<file path="src/rtl/acq_pkg.sv">
// ---------------------------------------------------------------------------
// acq_pkg
// Shared definitions for the acquisition window controller:
//   - default widths for the delay counter, record length and pulse counter
//   - state encoding of the controller FSM
// No ports (package).
// ---------------------------------------------------------------------------
package acq_pkg;

    localparam int DEF_DELAY_W = 16;
    localparam int DEF_LEN_W   = 16;
    localparam int DEF_CNT_W   = 16;

    localparam logic [2:0] ST_IDLE   = 3'd0;
    localparam logic [2:0] ST_ARMED  = 3'd1;
    localparam logic [2:0] ST_DELAY  = 3'd2;
    localparam logic [2:0] ST_RECORD = 3'd3;
    localparam logic [2:0] ST_DONE   = 3'd4;

endpackage

</file>
<file path="src/rtl/trig_edge_det.sv">
// ---------------------------------------------------------------------------
// trig_edge_det
// Rising-edge detector for the decoded trigger level. The previous level is
// held in a register; the edge is flagged in the cycle the level first goes
// high, so the FSM can react at the end of that same cycle.
// Ports:
//   clk           in   system clock
//   rst           in   asynchronous active-low reset
//   trigger_start in   decoded trigger level
//   trig_edge     out  high for the first cycle of a high level
// ---------------------------------------------------------------------------
module trig_edge_det (
    input  logic clk,
    input  logic rst,
    input  logic trigger_start,
    output logic trig_edge
);

    logic trig_q;

    always_ff @(posedge clk or negedge rst) begin
        if (!rst) begin
            trig_q <= 1'b0;
        end else begin
            trig_q <= trigger_start;
        end
    end

    assign trig_edge = trigger_start & ~trig_q;

endmodule

</file>
<file path="src/rtl/acq_window_ctrl.sv">
// ---------------------------------------------------------------------------
// acq_window_ctrl
// Arms a sequence of pulse_num records, waits for each trigger edge, waits a
// fixed pre-record delay and then strobes record_valid for record_len samples.
// Ports:
//   clk, rst                  clock, asynchronous active-low reset
//   arm, abort                sequence start (IDLE only) / synchronous abort
//   trigger_start             decoded trigger level
//   delay_cfg, record_len,
//   pulse_num                 configuration, latched on arm
//   trigger_ready             high only while waiting for a trigger
//   record_valid, sample_idx  sample window strobe and index
//   first_record, last_record record qualifiers
//   pulse_cnt                 records completed in this sequence
//   busy, acq_done            not-idle flag / sequence-complete pulse
//   trig_missed               trigger edge seen while delaying/recording
// All outputs are registered; they are computed from next-state values.
// ---------------------------------------------------------------------------
module acq_window_ctrl
    import acq_pkg::*;
#(
    parameter int DELAY_W = DEF_DELAY_W,
    parameter int LEN_W   = DEF_LEN_W,
    parameter int CNT_W   = DEF_CNT_W
) (
    input  logic               clk,
    input  logic               rst,
    input  logic               arm,
    input  logic               abort,
    input  logic               trigger_start,
    input  logic [DELAY_W-1:0] delay_cfg,
    input  logic [LEN_W-1:0]   record_len,
    input  logic [CNT_W-1:0]   pulse_num,
    output logic               trigger_ready,
    output logic               record_valid,
    output logic [LEN_W-1:0]   sample_idx,
    output logic               first_record,
    output logic               last_record,
    output logic [CNT_W-1:0]   pulse_cnt,
    output logic               busy,
    output logic               acq_done,
    output logic               trig_missed
);

    logic               trig_edge;

    logic [2:0]         state_q, state_d;
    logic [DELAY_W-1:0] delay_q;
    logic [LEN_W-1:0]   len_q;
    logic [CNT_W-1:0]   num_q;
    logic               cfg_load;

    logic [DELAY_W-1:0] delay_cnt_q, delay_cnt_d;
    logic [LEN_W-1:0]   sample_q, sample_d;
    logic [CNT_W-1:0]   cnt_q, cnt_d;
    logic               missed_d;

    logic               trigger_ready_q, record_valid_q, first_q, last_q;
    logic               busy_q, done_q, missed_q;

    trig_edge_det u_edge (
        .clk           (clk),
        .rst           (rst),
        .trigger_start (trigger_start),
        .trig_edge     (trig_edge)
    );

    always_comb begin
        state_d     = state_q;
        cfg_load    = 1'b0;
        delay_cnt_d = delay_cnt_q;
        sample_d    = '0;
        cnt_d       = cnt_q;
        missed_d    = 1'b0;

        case (state_q)
            ST_IDLE: begin
                if (arm) begin
                    cfg_load = 1'b1;
                    cnt_d    = '0;
                    // Zero records or zero-length records: nothing to capture.
                    if (pulse_num == '0 || record_len == '0) begin
                        state_d = ST_DONE;
                    end else begin
                        state_d = ST_ARMED;
                    end
                end
            end
            ST_ARMED: begin
                if (trig_edge) begin
                    if (delay_q == '0) begin
                        state_d = ST_RECORD;
                    end else begin
                        state_d     = ST_DELAY;
                        delay_cnt_d = delay_q;
                    end
                end
            end
            ST_DELAY: begin
                missed_d    = trig_edge;
                delay_cnt_d = delay_cnt_q - DELAY_W'(1);
                // Counter holds `delay` on the first DELAY cycle, so leaving
                // at 1 puts the first sample exactly delay cycles after entry.
                if (delay_cnt_q == DELAY_W'(1)) begin
                    state_d = ST_RECORD;
                end
            end
            ST_RECORD: begin
                missed_d = trig_edge;
                if (sample_q == len_q - LEN_W'(1)) begin
                    cnt_d = cnt_q + CNT_W'(1);
                    if (cnt_q + CNT_W'(1) == num_q) begin
                        state_d = ST_DONE;
                    end else begin
                        state_d = ST_ARMED;
                    end
                end else begin
                    sample_d = sample_q + LEN_W'(1);
                end
            end
            ST_DONE: begin
                state_d = ST_IDLE;
            end
            default: begin
                state_d = ST_IDLE;
            end
        endcase

        // Abort overrides everything above, including an arm in IDLE and the
        // final sample of a record; the completed count is kept.
        if (abort) begin
            state_d  = ST_IDLE;
            cfg_load = 1'b0;
            cnt_d    = cnt_q;
            missed_d = 1'b0;
        end
    end

    always_ff @(posedge clk or negedge rst) begin
        if (!rst) begin
            state_q         <= ST_IDLE;
            delay_q         <= '0;
            len_q           <= '0;
            num_q           <= '0;
            delay_cnt_q     <= '0;
            sample_q        <= '0;
            cnt_q           <= '0;
            trigger_ready_q <= 1'b0;
            record_valid_q  <= 1'b0;
            first_q         <= 1'b0;
            last_q          <= 1'b0;
            busy_q          <= 1'b0;
            done_q          <= 1'b0;
            missed_q        <= 1'b0;
        end else begin
            state_q     <= state_d;
            delay_cnt_q <= delay_cnt_d;
            cnt_q       <= cnt_d;
            if (cfg_load) begin
                delay_q <= delay_cfg;
                len_q   <= record_len;
                num_q   <= pulse_num;
            end
            sample_q        <= (state_d == ST_RECORD) ? sample_d : '0;
            trigger_ready_q <= (state_d == ST_ARMED);
            record_valid_q  <= (state_d == ST_RECORD);
            first_q         <= (state_d == ST_RECORD) && (cnt_d == '0);
            last_q          <= (state_d == ST_RECORD) && (cnt_d == num_q - CNT_W'(1));
            busy_q          <= (state_d != ST_IDLE);
            done_q          <= (state_d == ST_DONE);
            missed_q        <= missed_d;
        end
    end

    assign trigger_ready = trigger_ready_q;
    assign record_valid  = record_valid_q;
    assign sample_idx    = sample_q;
    assign first_record  = first_q;
    assign last_record   = last_q;
    assign pulse_cnt     = cnt_q;
    assign busy          = busy_q;
    assign acq_done      = done_q;
    assign trig_missed   = missed_q;

endmodule

</file>
<file path="config.mk">
export PLATFORM = sky130hd
export DESIGN_NAME = acq_window_ctrl
export DESIGN_NICKNAME = d
export VERILOG_FILES = /design/src/rtl/acq_pkg.sv /design/src/rtl/trig_edge_det.sv /design/src/rtl/acq_window_ctrl.sv
export SDC_FILE = /design/constraint.sdc
export NUM_CORES = 1
export LEC_CHECK = 0
export CORE_MARGIN = 3
export CORE_UTILIZATION = 60
export CTS_CLUSTER_DIAMETER = 50
export DETAILED_ROUTE_END_ITERATION = 7
export GPL_ROUTABILITY_DRIVEN = 1
export GPL_TIMING_DRIVEN = 0
export PLACE_DENSITY = 0.86
export SLEW_MARGIN = 20
export SYNTH_ARGS = -nofsm -noshare
export SYNTH_HDL_FRONTEND = slang
export SYNTH_SLANG_ARGS = --single-unit
</file>
<file path="constraint.sdc">
create_clock -name clk -period 9.3 [get_ports clk]
set_clock_uncertainty 0.05 [all_clocks]
set_input_delay 1.86 -clock clk [delete_from_list [all_inputs] [get_ports clk]]
set_output_delay 1.86 -clock clk [all_outputs]
set_load 0.1 [all_outputs]
</file>
# After elaboration in Yosys (flattened, before gate mapping)
# Cells that the tools add are included.
# op_classes
n_addsub,5
multipliers,0
n_div,0
n_lt_le_gt_ge,0
n_eq_ne,12
shift,0
muxes,24
n_bitwise,2
reduce_logical,12
# op_table
op,n
$mux 16,8
$logic_not 16->1,4
$pmux 16 s2,2
$eq 16x16->1,3
$sub 16x1->16 const B,3
$add 16x1->16 const B,2
$mux 3,7
$eq 16x1->1 const B,1
$pmux 3 s4,1
$eq 3x2->1 const B,3
$eq 3x1->1 const B,2
$mux 1,6
$ne 2x2->1 const B,2
$eq 3x3->1 const B,1
$logic_not 3->1,1
$reduce_and 3->1,1
$reduce_bool 3->1,1
$logic_and 1x1->1,2
$reduce_bool 2->1,1
$reduce_or 2->1,1
$and 1x1->1,1
$logic_or 1x1->1,1
$not 1->1,1
# word_totals
register_bits,107
latchBits,0
mem_bits_rw,0
romBits,0
in_bits,53
out_inout_bits,39
wordCells,70
memories,0

# Logic depth before layout (Yosys ltp)
# Gate-level depths: netlist (run 1).
# depth
ltp_word,8
mapped_depth,15
mapped_depth_nobuf,13

# By module
# Synthesis (run 1) repeated with hierarchy kept, for this count alone.
# unflattened
cells_unflattened,709
hier_area_um2,6597.6
# modules_own_cells
module,n_inst,cells_per_inst,area_per_inst_um2,seq_area_each_um2
acq_window_ctrl,1,707,6558.8,2652.5
trig_edge_det,1,2,38.8,25.0

# Worst setup path before layout (run 1)
# OpenSTA, ideal clock, no wires.
# synth_timing
path_type,input-to-reg
start,in abort
end,"reg last_q, in the netlist last_record"
setup_time_ns,0.087
arrival_time_ns,4.176
required_time_ns,9.163
path_slack_ns,4.987
path_stages,10
n_path_buf,1
cell_sequence,or2_2 or3_1 clkbuf_1 nor2_1 o21ai_1 mux2_2 xnor2_1 a2111oi_0 o2111ai_1 a211oi_2
# synth_via
elab_chain_cells,3
word_cells_on_any_way,5
cone_classes,2 x eq/ne; 2 x mux; 1 x reduce/logical
# synth_rtl
item,line_no,text
from (decl),acq_window_ctrl.sv:29,"input logic abort,"
$mux 16,acq_window_ctrl.sv:131,if (abort) begin
net cnt_d[0],acq_window_ctrl.sv:55,"logic [CNT_W-1:0] cnt_q, cnt_d;"
$eq 16x16->1,acq_window_ctrl.sv:168,last_q <= (state_d == ST_RECORD) && (cnt_d == num_q - CNT_W'(1));
$logic_and 1x1->1,acq_window_ctrl.sv:168,
to (signal assigned),acq_window_ctrl.sv:168,
to (decl),acq_window_ctrl.sv:58,"logic trigger_ready_q, record_valid_q, first_q, last_q;"
# The timed path passes the listed nets, and every way through them passes these cells.
# A chain may end at the register's enable or synchronous reset.

# Worst setup path after layout (run 1)
# Ends and elaborated chain as after synthesis.

==> summary.txt, run 1 <==
Status
  • Status: finished, final reports clean

Synth
  • #FFs+latches synth: 107
  • Post-Syn Nets: 880
  • Post-synth EDFFs: 0
  • Most used DFF post-synth: dfrtp_1
  • Yosys synthesis warning count: 0
  • Sequential element share of the synthesized area: 0.400
  • Synth top area cells: dfrtp_1, nand2_1, xnor2_1
  • Post-synth top area share: 0.400
  • Synth Area per Inst: 8.16 sq um
  • Post-synthesis cell type count: 68
  • Synthesized area: 6700 sq um
  • Mapped Cells: 821
  • Post-synth top area cell: dfrtp_1
  • Asr flop ratio synth: 1.00

Global route
  • Largest net degree at the start of global routing: 76
  • GRT Overall Usage: 0.340
  • Vias in the first global route: 6,715
  • GRT Residual Overflow: 0
  • Global-route wire length before repair: 34,200 um
  • Initial antenna violation count: 0

Critical path
  • Critical Path, Cell by Cell: clkdlybuf4s50_1 -> or2_2 -> or3_1 -> clkbuf_1 -> nor2_1 -> o21ai_1 -> mux2_2 -> xnor2_1 -> a2111oi_0 -> o2111ai_1 -> a211oi_2
  • Crit path largest cell delay: 0.57 ns
  • CP max FO: 10
  • CP Class: input pin to flip-flop
  • CP Buf/Inv Count: 2
  • CP arrival: 5.79 ns
  • CP required: 9.55 ns
  • Crit. End Element: flip-flop
  • Delay-heaviest family, CP: compound AO/OA/AOI/OAI gates
  • Crit path launch type: input pin
  • Slowest-stage cell, CP: a2111oi_0

STA
  • Peak Freq: 181 MHz
  • Min Tclk post-route: 5.54 ns
  • Setup TNS: 0 ns
  • Crit share post-route: 0.596
  • Final hold slack: 0.473 ns
  • Max-slew violations: 0
  • Max_slew headroom: 0.333
  • Final number of hold-violating endpoints: 0
  • RSZ-0062 raised after global routing: false
  • Setup violators final: 0
  • Slew @ Worst Pin: 0.997 ns

Floorplanning
  • Die X: 112 um
  • Die area: 12,500 sq um
  • Placement Rows: 37
  • Core ar.: 10,600 sq um
  • # IOs: 92
  • Initial Util: 0.632
  • Die boundary height: 112 um

Pwr
  • Design Power: 1.41 mW
  • Leakage power: 3.37 nW
  • VDD IR max: 0.154 mV
  • Pwr dens: 177 nW/um^2

CTS
  • H-tree depth: 3
  • Clock Pin Slew Worst Setup and Hold Paths: 0.10 ns
  • Post-CTS Hold Buffers: 0
  • Setup repair bufs after CTS: 0
  • Post-CTS Resized: 0
  • CTS tree: built
  • CTS buffer count: 9
  • Root Buffer Master: clkbuf_8
  • Max clock buf depth: 2
  • Worst-Skew Late Latency: 0.39 ns
  • CTS sink cnt: 107

Place
  • Placed inst area: 7810 sq um
  • Routability cong.: 0.953
  • Dpl hpwl: 16,100 um
  • Port Buf Inserts: 91

Finish
  • N_diodes: 0
  • Most common cell after layout, fill and taps aside: nand2_1
  • Commonest non-fill, non-tap cells in the layout: nand2_1, dfrtp_1, clkdlybuf4s50_1
  • Area taken by multi-input logic gates: 3760 sq um
  • Synthesis-to-layout area growth: 19.1%
  • Nets: 983
  • Final instance area: 7980 sq um
  • Reg area: 2680 sq um
  • Layout cells sized above 1: 0.0420
  • Final core occ: 0.753
  • Fillers: 754

Drt
  • Routed Antenna Nets: 0
  • Final wirelength: 21,100 um
  • Via count: 6,821
  • Average wire per standard cell: 19.8 um
  • Via density: 6.40
  • DRT Pass-1 Iters: 6
  • Remaining DRCs: 0
  • DRT iter0 DRCs: 731

Run
  • Max_cap viols: 0

Min path
  • Hold Crit Class: flip-flop to flip-flop
==> tightest hold or removal path, stage by stage, from the launching register on <==
cell and delay, ns:
dfrtp_1 0.38, nand2_1 0.06, nand2_1 0.06
==> report_power, final <==
group          internal (mW)  switching, mW  leakage (nW)
combinational          0.192          0.305          1.90
sequential             0.548          0.102          1.39
clock                 0.0993          0.167        0.0839
total                  0.839          0.574          3.37
==> path summary, 6_finish.rpt <==
kind | startpoint | to | slack (ns) | cells after the start
worst max-delay path | abort | last_record | 3.76 | 11
max in group asynchronous | rst | delay_q[11] | 7.22 | 2
worst min register to register | len_q[15] | len_q[15] | 0.47 | 2
worst min-delay path | len_q[15] | len_q[15] | 0.47 | 2
min in group asynchronous | rst | num_q[1] | 1.29 | 1
worst max register to register | len_q[0] | last_record | 4.50 | 15
==> cell type report <==
cell class | instances | area share
multi-input combinational | 650 | 0.472
sequential | 107 | 0.336
timing repair buffer | 92 | 0.118
buffer | 43 | 0.0226
tap | 136 | 0.0213
clock buffer | 11 | 0.0165
inverter | 21 | 0.00988
clock inverter | 5 | 0.00486
==> synthesized netlist by cell type, drive strengths merged, types with 5 or more instances <==
cell type,instances
a211oi,9
a21oi,32
a22oi,6
a31oi,6
and2,6
and3,12
buf,6
clkbuf,37
dfrtp,107
ha,6
inv,21
nand2,174
nand2b,6
nand3,26
nand4,13
nand4b,5
nor2,70
nor2b,7
nor3,27
nor4,26
nor4b,5
o21a,5
o21ai,52
o31ai,6
or3,12
or4,6
xnor2,49
xor2,33
==> metrics by stage <==
stage | cells | worst slack, ns
2_1_floorplan | 821 | 4.99
3_3_place_gp | 1048 | 2.38
3_5_place_dp | 1049 | 3.44
4_1_cts | 1065 | 3.85
5_1_grt | 1065 | 3.68
6_report | 1065 | 3.76
==> state kept, by name (all words and copies together), names as in the netlist <==
register	count
trig_missed	1
acq_done	1
pulse_cnt	16
trigger_ready	1
busy	1
len_q	16
record_valid	1
sample_idx	16
num_q	16
delay_cnt_q	16
delay_q	16
u_edge.trig_q	1
first_record	1
state_q	3
last_record	1
==> logic make-up after synthesis <==
family / count (synthesis) / share of synthesized area
simple gates: 408 / 0.292
compound gates: 150 / 0.145
flops: 107 / 0.400
xor+xnor: 82 / 0.107
buf+inv: 64 / 0.0387
fa+ha+maj: 6 / 0.0112
mux: 4 / 0.00691
==> layer usage <==
metal | wire [um] | vias up | global-route usage
met5 | 0 | - | 0
met1 | 8160 | 3256 | 0.439
li1 | - | 3080 | -
met2 | 10200 | 405 | 0.567
met3 | 1760 | 80 | 0.0457
met4 | 1030 | 0 | 0.159
Power figures use the tool's default switching activity.
==> run 2, diff against run 1 <==
- CORE_UTILIZATION: 60 -> 50
- PLACE_DENSITY: 0.86 -> 0.77
- clock period: 9.3 -> 4.5 ns (I/O delays scaled with it)
==> run 2 against run 1 <==
Hold slack lost 0.11 ns. Highest routed layer unchanged. Clock power grew to 2.8 times the previous value. Sequential share of layout area shrank 0.63 points. Largest cell class unchanged. Critical path depth is the same. Cell count grew 3.3%. Core utilization shrank 12 points. Via count shrank 5.9%. Die area grew 19%. Non-clock buffer count is the same. Global-route usage shrank 7.4 points.
==> summary.txt, run 2 (synthesis gave the netlist of run 1 again) <==
Finish
  • Final instance area: 8130 sq um (was 7980 sq um)
  • Synthesis-to-layout area growth: 21.4% (was 19.1%)
  • Fillers: 1,152 (was 754)
  • Layout cells sized above 1: 0.0463 (was 0.0420)
  • N_diodes: 0 (unchanged)
  • Final core occ: 0.632 (was 0.753)
  • Commonest non-fill, non-tap cells in the layout: nand2_1, dfrtp_1, clkdlybuf4s50_1 (unchanged)
  • Nets: 983 (unchanged)
  • Most common cell after layout, fill and taps aside: nand2_1 (unchanged)

Critical path
  • Critical Path, Cell by Cell: clkdlybuf4s50_1 -> or2_2 -> or3_1 -> clkbuf_1 -> nor2_1 -> nand2_2 -> a32oi_1 -> xnor2_1 -> o41ai_1 -> o2111ai_1 -> a211oi_2 (was clkdlybuf4s50_1 -> or2_2 -> or3_1 -> clkbuf_1 -> nor2_1 -> o21ai_1 -> mux2_2 -> xnor2_1 -> a2111oi_0 -> o2111ai_1 -> a211oi_2)
  • Crit path launch type: input pin (unchanged)
  • CP required: 4.72 ns (was 9.55 ns)
  • Delay-heaviest family, CP: simple AND/OR/NAND/NOR gates (was compound AO/OA/AOI/OAI gates)
  • Crit. End Element: flip-flop (unchanged)
  • CP Class: input pin to flip-flop (unchanged)
  • CP max FO: 10 (unchanged)
  • CP Buf/Inv Count: 2 (unchanged)
  • Crit path largest cell delay: 0.55 ns (was 0.57 ns)
  • Slowest-stage cell, CP: clkdlybuf4s50_1 (was a2111oi_0)
  • CP arrival: 4.68 ns (was 5.79 ns)

CTS
  • H-tree depth: 3 (unchanged)
  • Clock Pin Slew Worst Setup and Hold Paths: 0.07 ns (was 0.10 ns)
  • CTS sink cnt: 107 (unchanged)
  • CTS buffer count: 9 (unchanged)
  • Max clock buf depth: 2 (unchanged)
  • Worst-Skew Late Latency: 0.36 ns (was 0.39 ns)
  • Post-CTS Hold Buffers: 0 (unchanged)
  • CTS tree: built (unchanged)
  • Root Buffer Master: clkbuf_16 (was clkbuf_8)

Pwr
  • VDD IR max: 0.188 mV (was 0.154 mV)
  • Pwr dens: 378 nW/um^2 (was 177 nW/um^2)
  • Leakage power: 3.41 nW (was 3.37 nW)

Global route
  • Vias in the first global route: 5,935 (was 6,715)
  • Largest net degree at the start of global routing: 76 (unchanged)
  • Initial antenna violation count: 0 (unchanged)
  • GRT Residual Overflow: 0 (unchanged)
  • Global-route wire length before repair: 31,100 um (was 34,200 um)
  • GRT Overall Usage: 0.266 (was 0.340)

Drt
  • Routed Antenna Nets: 0 (unchanged)
  • Final wirelength: 19,000 um (was 21,100 um)
  • Via density: 5.83 (was 6.40)
  • Via count: 6,417 (was 6,821)
  • Remaining DRCs: 0 (unchanged)
  • Average wire per standard cell: 17.3 um (was 19.8 um)
  • DRT Pass-1 Iters: 6 (unchanged)
  • DRT iter0 DRCs: 694 (was 731)

Floorplanning
  • Placement Rows: 41 (was 37)
  • Initial Util: 0.520 (was 0.632)
  • Die X: 122 um (was 112 um)
  • Core ar.: 12,900 sq um (was 10,600 sq um)
  • Die boundary height: 122 um (was 112 um)
  • # IOs: 92 (unchanged)
  • Die area: 14,800 sq um (was 12,500 sq um)

Place
  • Port Buf Inserts: 91 (unchanged)
  • Routability cong.: 1.02 (was 0.953)
  • Pre-CTS WS: -0.232 ns (was 3.44 ns)
  • Dpl hpwl: 14,300 um (was 16,100 um)
  • Placed inst area: 7850 sq um (was 7810 sq um)

STA
  • Final number of hold-violating endpoints: 0 (unchanged)
  • Crit share post-route: 0.992
  • Slew @ Worst Pin: 0.973 ns (was 0.997 ns)
  • Max_slew headroom: 0.349 (was 0.333)
  • Setup violators final: 0 (unchanged)
  • Peak Freq: 224 MHz
  • RSZ-0062 raised after global routing: false (unchanged)
  • Max-slew violations: 0 (unchanged)
  • PnR worst setup slack: 0.0354 ns (was 3.76 ns)
  • Min Tclk post-route: 4.46 ns

Status
  • Status: finished, final reports clean (unchanged)

Min path
  • Hold Crit Class: input pin to asynchronous set/reset pin (was flip-flop to flip-flop)

Run
  • Max_cap viols: 0 (unchanged)
==> run 2: cell types whose count changed in the layout (fill, tap and decap cells not counted), moves of 2 or more <==
cell / previous run / this run
clkinvlp_4: 1 / 3
clkbuf_1: 39 / 37
clkbuf_16: 0 / 9
clkinv_4: 2 / 0
clkbuf_8: 9 / 0
==> run 2: layer usage <==
layer | vias up | global-route usage | part of all wire
met2 | 320 | 0.408 | 0.46
met4 | 0 | 0.0994 | 0.023
met1 | 2978 | 0.381 | 0.44
li1 | 3084 | - | -
met5 | - | 0 | 0
met3 | 35 | 0.0390 | 0.079
==> run 2: path summary, 6_finish.rpt <==
kind / start / endpoint / slack [ns] / cells after the start
setup / recovery: abort / last_record / 0.04 / 11
max in group asynchronous: rst / delay_cnt_q[5] / 3.37 / 2
min in group clk: len_q[15] / len_q[15] / 0.46 / 2
hold reg to reg: len_q[15] / len_q[15] / 0.46 / 2
setup reg to reg: len_q[2] / last_record / 0.29 / 14
hold / removal: rst / pulse_cnt[3] / 0.37 / 1
==> run 2: final cells by class <==
class                           instances  area, sq um  share of cell area
Multi-Input combinational cell        650         3770               0.464
Sequential cell                       107         2680               0.329
Timing Repair Buffer                   92          940               0.116
Clock buffer                            9          225              0.0277
Tap cell                              172          215              0.0265
Buffer                                 43          180              0.0222
Inverter                               21         78.8             0.00969
Clock inverter                          6         41.3             0.00508
==> run 2: power breakdown <==
part | switching, mW | leakage, nW | internal [mW]
registers | 0.199 | 1.39 | 1.13
clock network | 0.365 | 0.124 | 0.372
logic | 0.603 | 1.90 | 0.397
total | 1.17 | 3.41 | 1.90
==> run 2: repair_timing <==
| item | CTS | global route |
|---|---|---|
| setup endpoints to repair | 0 | 1 |
| buffers inserted | 0 | 0 |
| resized for setup | 0 | 3 |
==> run 2: worst register-to-register path: cells and delay by family, from the launching register on <==
| kind | cells | cell delay (ns) |
|---|---|---|
| and+or+nand+nor | 4 | 1.58 |
| xor gates and xnor gates | 1 | 0.17 |
| DFF | 1 | 0.38 |
| buffers and inverters | 3 | 0.50 |
| AOI/OAI and AO/OA | 6 | 1.44 |
==> run 2: metrics by stage <==
stage	total power, mW	instances	hold WS (ns)	setup TNS [ns]
after CTS	3.06	1100	0.373	0
after floorplan	2.01	821	0.413	0
after global placement	2.30	1084	0.436	-158.71
after global routing	3.25	1100	0.384	0
after detailed placement	2.32	1085	0.446	-0.232
final	3.07	1100	0.368	0
==> run 3, diff against run 2 <==
- CTS_CLUSTER_SIZE: default -> 16
- RECOVER_POWER: default -> 100
==> run 3 against run 2 <==
The flow now finishes with violations (capacitance limit, slew limit). Power decreased by 0.35%. First-iteration DRC count increased by 3.3%. Via count increased by 0.33%. Sequential cell count unchanged. Combinational power about the same. Critical endpoint unchanged. Largest power group unchanged.
==> summary.txt, run 3 (synthesis gave the netlist of run 1 again) <==
Floorplanning
  • Die X: 122 um (unchanged)
  • Placement Rows: 41 (unchanged)
  • Initial Util: 0.520 (unchanged)
  • Die area: 14,800 sq um (unchanged)
  • # IOs: 92 (unchanged)
  • Core ar.: 12,900 sq um (unchanged)
  • Die boundary height: 122 um (unchanged)

Pwr
  • Leakage power: 3.52 nW (was 3.41 nW)
  • Design Power: 3.06 mW (was 3.07 mW)
  • Sw Pwr: 1.17 mW (about the same)
  • Comb power frac: 0.323 (was 0.326)
  • Switching power share of the total: 0.381 (was 0.380)
  • P_int: 1.89 mW (was 1.90 mW)
  • Pwr dens: 379 nW/um^2 (was 378 nW/um^2)
  • Clock power frac: 0.241 (was 0.240)
  • VDD IR max: 0.190 mV (was 0.188 mV)
  • Seq pwr share: 0.436 (was 0.434)

CTS
  • CTS tree: built (unchanged)
  • Max clock buf depth: 2 (unchanged)
  • CTS sink cnt: 107 (unchanged)
  • Root Buffer Master: clkbuf_16 (unchanged)
  • CTS buffer count: 9 (unchanged)
  • Setup repair bufs after CTS: 0 (unchanged)
  • H-tree depth: 3 (unchanged)
  • Clock Pin Slew Worst Setup and Hold Paths: 0.07 ns (about the same)
  • Worst-Skew Late Latency: 0.36 ns (about the same)

STA
  • Slew @ Worst Pin: 1.83 ns (was 0.973 ns)
  • Final number of hold-violating endpoints: 0 (unchanged)
  • Setup TNS: 0 ns (unchanged)
  • RSZ-0062 raised after global routing: false (unchanged)
  • Max-slew violations: 110 (was 0)
  • Min Tclk post-route: 4.46 ns (about the same)
  • Setup violators final: 0 (unchanged)
  • Crit share post-route: 0.991 (was 0.992)
  • Peak Freq: 224 MHz (about the same)
  • Max_slew headroom: -0.219 (was 0.349)

Critical path
  • Crit path launch type: input pin (unchanged)
  • Crit. End Element: flip-flop (unchanged)
  • CP arrival: 4.68 ns (about the same)
  • CP Class: input pin to flip-flop (unchanged)
  • CP required: 4.72 ns (about the same)
  • Critical path startpoint: abort (unchanged)
  • Reg2reg start: len_q[2] (unchanged)
  • CP max FO: 10 (unchanged)

Drt
  • Routed Antenna Nets: 0 (unchanged)
  • Average wire per standard cell: 17.3 um (about the same)
  • Via count: 6,438 (was 6,417)
  • Via density: 5.85 (was 5.83)
  • DRT iter0 DRCs: 717 (was 694)
  • DRT Pass-1 Iters: 5 (was 6)
  • Remaining DRCs: 0 (unchanged)
  • Final wirelength: 19,000 um (about the same)

Finish
  • Commonest non-fill, non-tap cells in the layout: nand2_1, dfrtp_1, nor2_1 (was nand2_1, dfrtp_1, clkdlybuf4s50_1)
  • Layout cells sized above 1: 0.0399 (was 0.0463)
  • Synthesis-to-layout area growth: 20.6% (was 21.4%)
  • Nets: 983 (unchanged)
  • Fillers: 1,159 (was 1,152)
  • Most common cell after layout, fill and taps aside: nand2_1 (unchanged)
  • N_diodes: 0 (unchanged)

Place
  • Port Buf Inserts: 91 (unchanged)
  • Dpl hpwl: 14,300 um (unchanged)
  • Routability cong.: 1.02 (unchanged)

Global route
  • Largest net degree at the start of global routing: 76 (unchanged)
  • GRT Overall Usage: 0.266 (unchanged)
  • Global-route wire length before repair: 31,100 um (unchanged)
  • Vias in the first global route: 5,935 (unchanged)
  • GRT Residual Overflow: 0 (unchanged)
  • Initial antenna violation count: 0 (unchanged)

Status
  • Failing checks: capacitance limit, slew limit
  • Status: finished with violations (was finished, final reports clean)

Run
  • Max_cap viols: 2 (was 0)

Min path
  • Worst Hold Launch: len_q[15]
  • Hold Crit Class: flip-flop to flip-flop (was input pin to asynchronous set/reset pin)
-- run 3: layout make-up --
cell class	instances	area, sq um	area share
plain buffers	43	179	0.0221
clock buffers	9	225	0.0279
clock inverters	6	41.3	0.00511
inverters	21	78.8	0.00975
multi-input cells	650	3750	0.465
flip-flops and latches	107	2680	0.331
well taps	172	215	0.0266
repair buffers	92	910	0.113
-- run 3: routing by layer --
layer | vias to the layer above | GRT usage | part of all wire
met5 | - | 0 | 0
met4 | 0 | 0.0994 | 0.024
met3 | 41 | 0.0390 | 0.072
met2 | 296 | 0.408 | 0.45
met1 | 3016 | 0.381 | 0.45
li1 | 3085 | - | -
-- run 3: worst max-delay path, stage by stage --
cell and delay [ns]:
clkdlybuf4s50_1 0.55, or2_2 0.39, or3_1 0.38, clkbuf_1 0.26
nor2_1 0.50, nand2_2 0.36, a32oi_1 0.43, xnor2_1 0.16
o41ai_1 0.31, o2111ai_1 0.23, a211oi_2 0.20
-- run 3: path summary, 6_finish.rpt --
kind | end | cells after the start | slack (ns)
max | last_record | 11 | 0.04
min | len_q[15] | 2 | 0.46
max reg2reg | last_record | 14 | 0.19
min reg2reg | len_q[15] | 2 | 0.46
max in group asynchronous | delay_cnt_q[5] | 2 | 0.94
min in group asynchronous | pulse_cnt[3] | 1 | 0.91
-- run 3: power by group through the flow --
stage	clock network, mW	logic, mW	registers, mW
6_report	0.738	0.989	1.33
5_1_grt	0.791	1.09	1.36
4_1_cts	0.750	0.985	1.33
3_5_place_dp	0	0.979	1.34
3_3_place_gp	0	0.959	1.34
2_1_floorplan	0	0.656	1.35
-- run 3: repair_timing --
action / in CTS / in global routing
resized for setup: 0 / 3
hold buffers: 0 / 0
endpoints found under the hold margin: 0 / 0
setup endpoints to repair: 0 / 1
-- run 3: through the flow --
stage | area (sq um) | setup slack (ns) | cells | hold WS (ns) | utilization
after floorplan | 6700 | 0.597 | 821 | 0.413 | -
after global placement | 7830 | -1.49 | 1084 | 0.436 | 0.608
after detailed placement | 7850 | -0.232 | 1085 | 0.446 | 0.610
after CTS | 8120 | 0.127 | 1100 | 0.373 | 0.631
after global routing | 8080 | 0.0372 | 1100 | 0.491 | 0.628
final | 8080 | 0.0415 | 1100 | 0.462 | 0.628
